===== config.mk =====
export PLATFORM = sky130hd
export DESIGN_NAME = e203_ifu_brpred
export DESIGN_NICKNAME = d
export VERILOG_FILES = /design/src/rtl/e203_ifu_brpred_pkg.sv /design/src/rtl/e203_ifu_brpred_jalrdep.sv /design/src/rtl/e203_ifu_brpred.sv
export SDC_FILE = /design/constraint.sdc
export NUM_CORES = 1
export LEC_CHECK = 0
export ABC_AREA = 1
export CORE_AREA = 2 2 237 193
export DETAILED_ROUTE_END_ITERATION = 7
export DIE_AREA = 0 0 239 195
export PLACE_DENSITY = 0.45
export SETUP_SLACK_MARGIN = 0.05
export SLEW_MARGIN = 20
export SYNTH_ARGS = -nofsm -noshare
export SYNTH_HDL_FRONTEND = slang
export SYNTH_HIERARCHICAL = 1
export SYNTH_SLANG_ARGS = --single-unit

===== constraint.sdc =====
create_clock -name clk -period 5.3 [get_ports clk]
set_input_delay 1.59 -clock clk [delete_from_list [all_inputs] [get_ports clk]]
set_output_delay 1.59 -clock clk [all_outputs]
set_load 0.05 [all_outputs]

===== src/rtl/e203_ifu_brpred_pkg.sv =====
// Shared types and constants for the IFU branch-prediction stage.
// Latency: n/a (declarations only).
// Backpressure: n/a.
package e203_ifu_brpred_pkg;

    // Prediction-stage control state
    typedef enum logic [1:0] {
        ST_IDLE     = 2'd0,
        ST_WAIT_DEP = 2'd1,
        ST_RS1_RD   = 2'd2,
        ST_OUT_PEND = 2'd3
    } bpu_state_t;

    // Sequential PC increments for 32-bit and compressed instructions
    localparam int unsigned PC_INC32 = 4;
    localparam int unsigned PC_INC16 = 2;

    // Architectural register indices with special JALR handling
    localparam int unsigned RF_X0 = 0;
    localparam int unsigned RF_X1 = 1;

endpackage


===== src/rtl/e203_ifu_brpred_jalrdep.sv =====
// JALR rs1 dependency check and regfile read sequencing for the prediction stage.
// Latency: rs1 value same cycle for x0/x1 without hazard; read-port data one cycle after ena.
// Backpressure: holds the captured rs1 value in OUT_PEND while the output register is busy.
module e203_ifu_brpred_jalrdep
    import e203_ifu_brpred_pkg::*;
#(
    parameter int XLEN    = 32,
    parameter int RFIDX_W = 5
) (
    input  logic               clk,
    input  logic               rst,
    input  logic               flush,
    input  logic               accept,
    input  logic               acc_jalr,
    input  logic [RFIDX_W-1:0] acc_rs1idx,
    input  logic [RFIDX_W-1:0] hold_rs1idx,
    input  logic               oitf_empty,
    input  logic               ir_empty,
    input  logic               ir_rdwen,
    input  logic [RFIDX_W-1:0] ir_rdidx,
    input  logic [XLEN-1:0]    rf2bpu_x1,
    input  logic [XLEN-1:0]    rf2bpu_rs1,
    input  logic               out_free,
    output bpu_state_t         state,
    output logic               rs1val_valid,
    output logic [XLEN-1:0]    rs1val,
    output logic               bpu2rf_rs1_ena,
    output logic [RFIDX_W-1:0] bpu2rf_rs1_idx
);

    bpu_state_t         state_q;
    bpu_state_t         state_d;
    logic [XLEN-1:0]    rs1_q;
    logic [RFIDX_W-1:0] idx;
    logic               is_x0;
    logic               is_x1;
    logic               ir_x1_hit;
    logic               dep;
    logic               rd_req;
    logic               val_vld;
    logic [XLEN-1:0]    val;

    // In IDLE the index comes straight from the accepting instruction, later from the holding copy
    assign idx       = (state_q == ST_IDLE) ? acc_rs1idx : hold_rs1idx;
    assign is_x0     = (idx == RFIDX_W'(RF_X0));
    assign is_x1     = (idx == RFIDX_W'(RF_X1));
    assign ir_x1_hit = !ir_empty & ir_rdwen & (ir_rdidx == RFIDX_W'(RF_X1));

    // x1 has a dedicated regfile tap, so only a real x1 writer in IR blocks it;
    // any other register shares the read port and waits for a quiet IR stage
    always_comb begin
        dep = 1'b0;
        if (is_x0) begin
            dep = 1'b0;
        end else if (is_x1) begin
            dep = !oitf_empty | ir_x1_hit;
        end else begin
            dep = !oitf_empty | !ir_empty;
        end
    end

    // Next-state and rs1 value selection; flush overrides everything
    always_comb begin
        state_d = state_q;
        rd_req  = 1'b0;
        val_vld = 1'b0;
        val     = '0;
        case (state_q)
            ST_IDLE: begin
                if (accept && acc_jalr) begin
                    if (dep) begin
                        state_d = ST_WAIT_DEP;
                    end else if (is_x0) begin
                        val_vld = 1'b1;
                    end else if (is_x1) begin
                        val_vld = 1'b1;
                        val     = rf2bpu_x1;
                    end else begin
                        rd_req  = 1'b1;
                        state_d = ST_RS1_RD;
                    end
                end
            end
            ST_WAIT_DEP: begin
                if (!dep) begin
                    if (is_x0 || is_x1) begin
                        val = is_x1 ? rf2bpu_x1 : '0;
                        if (out_free) begin
                            val_vld = 1'b1;
                            state_d = ST_IDLE;
                        end else begin
                            state_d = ST_OUT_PEND;
                        end
                    end else begin
                        rd_req  = 1'b1;
                        state_d = ST_RS1_RD;
                    end
                end
            end
            ST_RS1_RD: begin
                val = rf2bpu_rs1;
                if (out_free) begin
                    val_vld = 1'b1;
                    state_d = ST_IDLE;
                end else begin
                    state_d = ST_OUT_PEND;
                end
            end
            ST_OUT_PEND: begin
                val = rs1_q;
                if (out_free) begin
                    val_vld = 1'b1;
                    state_d = ST_IDLE;
                end
            end
            default: state_d = ST_IDLE;
        endcase
        if (flush) begin
            state_d = ST_IDLE;
            rd_req  = 1'b0;
            val_vld = 1'b0;
        end
    end

    // State register; rs1 value is parked when the output register cannot take it yet
    always_ff @(posedge clk) begin
        if (rst) begin
            state_q <= ST_IDLE;
            rs1_q   <= '0;
        end else begin
            state_q <= state_d;
            if ((state_d == ST_OUT_PEND) && (state_q != ST_OUT_PEND)) begin
                rs1_q <= val;
            end
        end
    end

    assign state          = state_q;
    assign rs1val_valid   = val_vld;
    assign rs1val         = val;
    assign bpu2rf_rs1_ena = rd_req & !rst;
    assign bpu2rf_rs1_idx = bpu2rf_rs1_ena ? idx : '0;

endmodule


===== src/rtl/e203_ifu_brpred.sv =====
// Static branch predictor producing a registered next-PC for the PC generator.
// Latency: 1 cycle for non-JALR and hazard-free x0/x1 JALR; longer while a JALR waits on rs1.
// Backpressure: output held stable while o_valid & !o_ready; i_ready drops until the slot frees.
module e203_ifu_brpred
    import e203_ifu_brpred_pkg::*;
#(
    parameter int PC_SIZE = 32,
    parameter int XLEN    = 32,
    parameter int RFIDX_W = 5
) (
    input  logic               clk,
    input  logic               rst,
    input  logic               i_valid,
    output logic               i_ready,
    input  logic [PC_SIZE-1:0] i_pc,
    input  logic               i_rv32,
    input  logic               i_jal,
    input  logic               i_jalr,
    input  logic               i_bxx,
    input  logic [XLEN-1:0]    i_bjp_imm,
    input  logic [RFIDX_W-1:0] i_jalr_rs1idx,
    input  logic               oitf_empty,
    input  logic               ir_empty,
    input  logic               ir_rdwen,
    input  logic [RFIDX_W-1:0] ir_rdidx,
    input  logic [XLEN-1:0]    rf2bpu_x1,
    output logic               bpu2rf_rs1_ena,
    output logic [RFIDX_W-1:0] bpu2rf_rs1_idx,
    input  logic [XLEN-1:0]    rf2bpu_rs1,
    input  logic               flush,
    output logic               o_valid,
    input  logic               o_ready,
    output logic               o_prdt_taken,
    output logic [PC_SIZE-1:0] o_prdt_pc
);

    typedef struct packed {
        logic [PC_SIZE-1:0] pc;
        logic               rv32;
        logic               jal;
        logic               jalr;
        logic               bxx;
        logic [XLEN-1:0]    imm;
        logic [RFIDX_W-1:0] rs1idx;
    } hdr_t;

    bpu_state_t         state;
    hdr_t               in_hdr;
    hdr_t               hold_q;
    hdr_t               cur;
    logic               out_free;
    logic               accept;
    logic               load;
    logic               rs1val_valid;
    logic [XLEN-1:0]    rs1val;
    logic [PC_SIZE-1:0] inc;
    logic [PC_SIZE-1:0] imm_pc;
    logic [PC_SIZE-1:0] seq_pc;
    logic [PC_SIZE-1:0] tgt_pc;
    logic [PC_SIZE-1:0] jalr_pc;
    logic               prdt_taken;
    logic [PC_SIZE-1:0] prdt_pc;

    assign out_free = !o_valid | o_ready;
    assign i_ready  = (state == ST_IDLE) & out_free & !flush;
    assign accept   = i_valid & i_ready;

    assign in_hdr = '{pc: i_pc, rv32: i_rv32, jal: i_jal, jalr: i_jalr, bxx: i_bxx,
                      imm: i_bjp_imm, rs1idx: i_jalr_rs1idx};

    // Keep the accepted instruction for JALRs that outlive the accept cycle
    always_ff @(posedge clk) begin
        if (rst) begin
            hold_q <= '0;
        end else if (accept) begin
            hold_q <= in_hdr;
        end
    end

    // Only IDLE can compute from live inputs; other states finish a held JALR
    assign cur = (state == ST_IDLE) ? in_hdr : hold_q;

    e203_ifu_brpred_jalrdep #(
        .XLEN    (XLEN),
        .RFIDX_W (RFIDX_W)
    ) u_jalrdep (
        .clk            (clk),
        .rst            (rst),
        .flush          (flush),
        .accept         (accept),
        .acc_jalr       (i_jalr),
        .acc_rs1idx     (i_jalr_rs1idx),
        .hold_rs1idx    (hold_q.rs1idx),
        .oitf_empty     (oitf_empty),
        .ir_empty       (ir_empty),
        .ir_rdwen       (ir_rdwen),
        .ir_rdidx       (ir_rdidx),
        .rf2bpu_x1      (rf2bpu_x1),
        .rf2bpu_rs1     (rf2bpu_rs1),
        .out_free       (out_free),
        .state          (state),
        .rs1val_valid   (rs1val_valid),
        .rs1val         (rs1val),
        .bpu2rf_rs1_ena (bpu2rf_rs1_ena),
        .bpu2rf_rs1_idx (bpu2rf_rs1_idx)
    );

    // Adders wrap modulo 2^PC_SIZE by truncation
    assign inc     = cur.rv32 ? PC_SIZE'(PC_INC32) : PC_SIZE'(PC_INC16);
    assign imm_pc  = cur.imm[PC_SIZE-1:0];
    assign seq_pc  = cur.pc + inc;
    assign tgt_pc  = cur.pc + imm_pc;
    assign jalr_pc = rs1val[PC_SIZE-1:0] + imm_pc;

    // Static rules: jumps taken, conditional branches backward-taken/forward-not-taken
    always_comb begin
        prdt_taken = 1'b0;
        prdt_pc    = seq_pc;
        if (cur.jal) begin
            prdt_taken = 1'b1;
            prdt_pc    = tgt_pc;
        end else if (cur.jalr) begin
            prdt_taken = 1'b1;
            prdt_pc    = jalr_pc;
        end else if (cur.bxx) begin
            prdt_taken = cur.imm[XLEN-1];
            prdt_pc    = cur.imm[XLEN-1] ? tgt_pc : seq_pc;
        end
    end

    assign load = !flush & ((accept & !i_jalr) | rs1val_valid);

    // Output slot: reload wins over the consume-clear so back-to-back has no bubble
    always_ff @(posedge clk) begin
        if (rst) begin
            o_valid      <= 1'b0;
            o_prdt_taken <= 1'b0;
            o_prdt_pc    <= '0;
        end else if (flush) begin
            o_valid <= 1'b0;
        end else if (load) begin
            o_valid      <= 1'b1;
            o_prdt_taken <= prdt_taken;
            o_prdt_pc    <= prdt_pc;
        end else if (o_ready) begin
            o_valid <= 1'b0;
        end
    end

endmodule


## After elaboration in Yosys (flattened, before gate mapping)

Index checks and enable logic that the tools add are counted.

| storage, ports and cells | value |
|---|---|
| flip-flop bits (word level) | 141 |
| input bits | 150 |
| output and inout port bits | 41 |
| word-level logic and storage cells | 99 |

| cells by class | value |
|---|---|
| add/subtract/negate cells | 3 |
| equal/unequal tests | 7 |
| muxes and demuxes | 49 |
| bitwise gates (word level) | 13 |
| reductions and logical operators | 15 |

Operator list:

| kind | number |
|---|---|
| 32-bit two-way mux | 10 |
| 32-bit case mux with 4 select lines | 1 |
| 73-bit two-way mux | 1 |
| 32-bit adder | 2 |
| 32-bit by 3-bit adder with 32-bit output | 1 |
| 1-bit two-way mux | 22 |
| 2-bit two-way mux | 9 |
| 5-bit by 1-bit == test with 1-bit output, second input constant | 2 |
| 5-bit two-way mux | 2 |
| 1-bit AND | 8 |
| 2-bit case mux with 4 select lines | 1 |
| 2-bit == test, second input constant | 3 |
| 1-bit zero test | 6 |
| 5-bit zero test | 1 |
| 1-bit bitwise OR | 4 |
| 2-bit OR reduction | 2 |
| 3-bit two-way mux | 1 |
| 1-bit case mux with 3 select lines | 1 |
| 2-bit by 1-bit == test with 1-bit output, second input constant | 1 |
| 1-bit logical AND | 2 |
| 2-bit zero test | 1 |
| 2-bit inequality test, second input constant | 1 |
| 1-bit case mux with 2 select lines | 1 |
| 2-bit AND reduction | 1 |
| other kinds (3) | 3 |

## Logic depth before layout (Yosys ltp)

Gate-level depths: netlist (run 1).

| logic depth | value |
|---|---|
| depth in word-level cells | 13 |
| mapped depth | 34 |
| mapped depth without buffers | 30 |

## By module

The synthesis (run 1) kept the hierarchy.

By module, submodules not included:

| module | times used | cells each | area an instance (um^2) | sequential area each (um^2) |
|---|---|---|---|---|
| e203_ifu_brpred | 1 | 1,599 | 9,924.5 | 2,142.1 |
| e203_ifu_brpred_jalrdep | 1 | 574 | 3,208.1 | 680.7 |

## Least setup slack after synthesis (run 1)

Ideal clock, no wire load.

| timing | value |
|---|---|
| path kind | input-to-output |
| start | input flush |
| end | output bpu2rf_rs1_idx[0] |
| data arrival time | 4,795 ps |
| data required time | 3,710 ps |
| slack | -1,085 ps |
| stages | 8 |
| path buffers | 1 |
| cells stage by stage | nor3_1 -> nand2_1 -> clkinv_1 -> clkbuf_1 -> nand2_1 -> a2111oi_0 -> nand2_1 -> nor2_1 |

| between the ends | value |
|---|---|
| word-level cells in the longest chain between the ends | 9 |

Ends and longest elaborated chain:

| what | RTL line | RTL |
|---|---|---|
| from (decl) | e203_ifu_brpred.sv:30 | `input logic flush,` |
| 1-bit zero test | e203_ifu_brpred.sv:65 | `assign i_ready = (state == ST_IDLE) & out_free & !flush;` |
| 1-bit AND | e203_ifu_brpred.sv:65 |  |
| 1-bit AND | e203_ifu_brpred.sv:66 | `assign accept = i_valid & i_ready;` |
| net accept | e203_ifu_brpred.sv:52 | `logic accept;` |
| 1-bit logical AND | e203_ifu_brpred_jalrdep.sv:70 | `if (accept && acc_jalr) begin` |
| 1-bit two-way mux | e203_ifu_brpred_jalrdep.sv:70 |  |
| 1-bit case mux with 2 select lines | e203_ifu_brpred_jalrdep.sv:68 | `case (state_q)` |
| 1-bit two-way mux | e203_ifu_brpred_jalrdep.sv:118 | `if (flush) begin` |
| 1-bit AND | e203_ifu_brpred_jalrdep.sv:141 | `assign bpu2rf_rs1_ena = rd_req & !rst;` |
| 5-bit two-way mux | e203_ifu_brpred_jalrdep.sv:142 | `assign bpu2rf_rs1_idx = bpu2rf_rs1_ena ? idx : '0;` |
| to (decl) | e203_ifu_brpred.sv:28 | `output logic [RFIDX_W-1:0] bpu2rf_rs1_idx,` |

The timed path passes the listed nets, and every way through them passes these cells.

## Worst setup path after layout (run 1)

| timing | value |
|---|---|
| start | input o_ready |
| end | output bpu2rf_rs1_idx[0] |

| between the ends | value |
|---|---|
| word-level cells in the longest chain between the ends | 10 |

Ends and longest elaborated chain:

| what | RTL line | RTL |
|---|---|---|
| from (decl) | e203_ifu_brpred.sv:32 | `input logic o_ready,` |
| 1-bit bitwise OR | e203_ifu_brpred.sv:64 | `assign out_free = !o_valid \| o_ready;` |
| 1-bit AND (2 in a row) | e203_ifu_brpred.sv:65 |  |
| 1-bit AND | e203_ifu_brpred.sv:66 |  |
| 1-bit logical AND | e203_ifu_brpred_jalrdep.sv:70 |  |
| 1-bit two-way mux | e203_ifu_brpred_jalrdep.sv:70 |  |
| 1-bit case mux with 2 select lines | e203_ifu_brpred_jalrdep.sv:68 |  |
| 1-bit two-way mux | e203_ifu_brpred_jalrdep.sv:118 |  |
| 1-bit AND | e203_ifu_brpred_jalrdep.sv:141 |  |
| 5-bit two-way mux | e203_ifu_brpred_jalrdep.sv:142 |  |

No other way between the ends.

==> reports/results.ini, run 1 <==
[placed_design]
dp_hpwl_um=46500
io_buffer_count=190
dp_slack_ns=-0.188
placed_cell_area_um2=16600
gp_congestion=0.961

[cts]
clockBufferDepth=2
worstSkewPairLatency_ns=0.47
cts_tree=built
htreeDepth=4
clkTransAtPathRegs_ns=0.06
numCtsBuffers=17
ctsHoldBuffers=0
cts_sinks=141
cts-root-buf=clkbuf_16

[final_layout]
finish.utilization_pct=39.1
final_nets=2661
fin_area_um2=17200
n_antenna_cell=0
nFillCells=4835
multi_input_area_um2=8940
area_delta_synth_final_pct=31.1
layout-drive-gt1-share_pct=13.8
seq_area_um2=2830

[sta]
worst_hold_slack_ns=0.451
fin_crit_ns=5.12
finalSetupViolCount=0
slew_violations=0
worst_slew_pin_slew_ns=1.06
rsz0062_at_grt=false
timing.fmax_mhz=195
post-route-period-util_pct=96.6
finalHoldViolations=0
finalWorstSetupSlack_ns=0.179
slew_headroom_pct=29.2
finalClockSkew_ns=0.0150

[floorplan]
die_x_um=239
initial_core_util_pct=29.8
die_area_um2=46600
core-area_um2=44000
num_rows=69
io_pins=191
die_h_um=195

[route]
vias=15400
first_pass_iters=6
wl_um=57700
via_per_inst=5.09
drtIter0Drc=1186
drc=0
wl_per_cell_um=19.1
ant_nets=0

[critical_path]
crit_arrival_ns=3.53
crit_fanout=5
cp-start-kind=input pin
endpoint_kind=primary output
required_ns=3.71
crit_type=input pin to primary output

[yosys]
synth_cells=2173
synth_top_cell_area_share_pct=21.5
yosysWarnings=6
syn_nets=2389
synth_seq_cells=141
synth_top_area_cell=dfxtp_1
yosysUniqueCellTypes=64
synth_flop_cell=dfxtp_1
synthArstFlopShare_pct=0
syn_area_per_cell_um2=6.04
synth_edf_count=0
synth_area_leaders=dfxtp_1 21%, nand2_1 13%, nor2_1 9.1%, nand3_1 8.0%, o21ai_0 6.7%
netlist_area_um2=13100
ys_seq_area_share_pct=21.5

[run]
drv.max_cap_violation_count=0

[global_routing]
grt_pass1_vias=14600
grt_pass1_wl_um=87300
grt_overflow=0
grt_start_max_net_pins=95
antenna_found_initial=0
grt_usage_pct=24.8

[hold_path]
hold_path.class=flip-flop to flip-flop

[power]
ir_drop_uv=239
p_leak_nw=7.80
power_density_nw_per_um2=215

[run_status]
status=finished, final reports clean

==> worst max-delay path, cell delays in order <==
cell,delay [ns]
clkdlybuf4s50_1,0.47
nor2_2,0.06
nor3_4,0.13
nand2_2,0.08
clkinv_1,0.06
nand2_1,0.06
buf_4,0.15
a2111oi_4,0.37
nand2_2,0.13
buf_12,0.16
nor2_4,0.11
buf_8,0.15
==> area by class of cell <==
cell class | count | area share [%]
clock buffers | 18 | 2.55
clock inverters | 14 | 0.800
inverters | 246 | 5.45
multi-input cells | 1689 | 51.9
flip-flops and latches | 141 | 16.4
well taps | 568 | 4.13
repair buffers | 350 | 18.7
==> worst paths after layout <==
kind              slack (ns)  depth (start not counted)          startpoint           endpoint
setup / recovery        0.18                         12             o_ready  bpu2rf_rs1_idx[0]
hold / removal          0.45                          2          hold_q[43]         hold_q[43]
setup reg to reg        0.87                         26  u_jalrdep/state[0]      o_prdt_pc[11]
hold reg to reg         0.45                          2          hold_q[43]         hold_q[43]
==> layer usage <==
layer	GRT usage, %	vias up	part of all wire (%)
li1	-	7762	-
met1	36.1	7237	49
met2	38.1	373	43
met3	4.17	40	5.7
met4	5.12	0	1.6
met5	0	-	0
==> where the power goes <==
part | internal [W] | total [W] | switching [W]
clock network | 0.000666 | 0.00123 | 0.000563
registers | 0.00112 | 0.00114 | 0.0000291
logic | 0.000485 | 0.00133 | 0.000841
total | 0.00227 | 0.00370 | 0.00143
==> cells in the mapped netlist, drive strengths merged, types with 3 or more instances <==
| library cell | instances |
|---|---|
| a21oi | 164 |
| nand4 | 65 |
| o31ai | 3 |
| a31oi | 7 |
| clkbuf | 58 |
| o21bai | 4 |
| nor4 | 6 |
| o21a | 9 |
| buf | 39 |
| a21o | 10 |
| clkinv | 4 |
| fa | 3 |
| ha | 63 |
| o211ai | 12 |
| o21ai | 208 |
| nand2 | 478 |
| inv | 242 |
| o221ai | 5 |
| or2 | 13 |
| nand3b | 4 |
| a21boi | 3 |
| dfxtp | 141 |
| nand3 | 213 |
| nor3 | 40 |
| xnor2 | 7 |
| nor2 | 340 |
| xor2 | 14 |
| o2111ai | 4 |
==> cell families after synthesis <==
group	after synthesis	share of synthesized area, %
compound gates	441	19.5
xor+xnor	21	1.51
fa+ha+maj	66	6.46
buf+inv	343	11.3
flops	141	21.5
simple gates	1161	39.7
==> metrics by stage <==
stage,cells,total power (W),setup TNS (ns)
floorplan,2173,0.00192,0
global placement,2993,0.00248,-0.978
detailed placement,2993,0.00248,-0.945
CTS,3025,0.00372,0
global route,3026,0.00391,0
finish,3026,0.00370,0
==> sequential cells by signal, indices dropped and copies added, names as in the netlist <==
name,count
o_prdt_taken,1
o_valid,1
hold_q,73
u_jalrdep/state,2
u_jalrdep/rs1_q,32
o_prdt_pc,32
==> placed cells by master (no fill, tap or decap), types with 11 or more instances in the layout <==
master           synthesis  routed
a21oi_1                160     159
buf_4                    1     152
clkbuf_16                0      17
clkdlybuf4s50_1          0     182
dfxtp_1                141     139
ha_1                    63      63
inv_1                  226     223
inv_2                   14      15
nand2_1                444     438
nand2_2                 27      33
nand3_1                211     210
nand4_1                 64      64
nor2_1                 318     309
nor2_2                   8      11
nor2_4                  12      18
nor3_1                  37      36
o211ai_1                12      12
o21ai_0                175     173
o21ai_1                 12      14
o21ai_2                 13      13
or2_2                   11      11
xor2_1                  14      14
==> timing repair <==
action,CTS,global route
resized for setup,6,16
setup endpoints to repair,5,17
buffers inserted,0,1
pin swaps,1,5
(Power assumes the default switching activity.)
==> run 2: changes to the inputs <==
--- a/config.mk
+++ b/config.mk
@@ -9,6 +9,7 @@
 export CORE_AREA = 2 2 237 193
 export DETAILED_ROUTE_END_ITERATION = 7
 export DIE_AREA = 0 0 239 195
+export HOLD_SLACK_MARGIN = 0.03
 export PLACE_DENSITY = 0.45
 export SETUP_SLACK_MARGIN = 0.05
 export SLEW_MARGIN = 20
==> results of run 2 <==
Same layout as run 1: the final DEF is identical, and so are final timing and power.
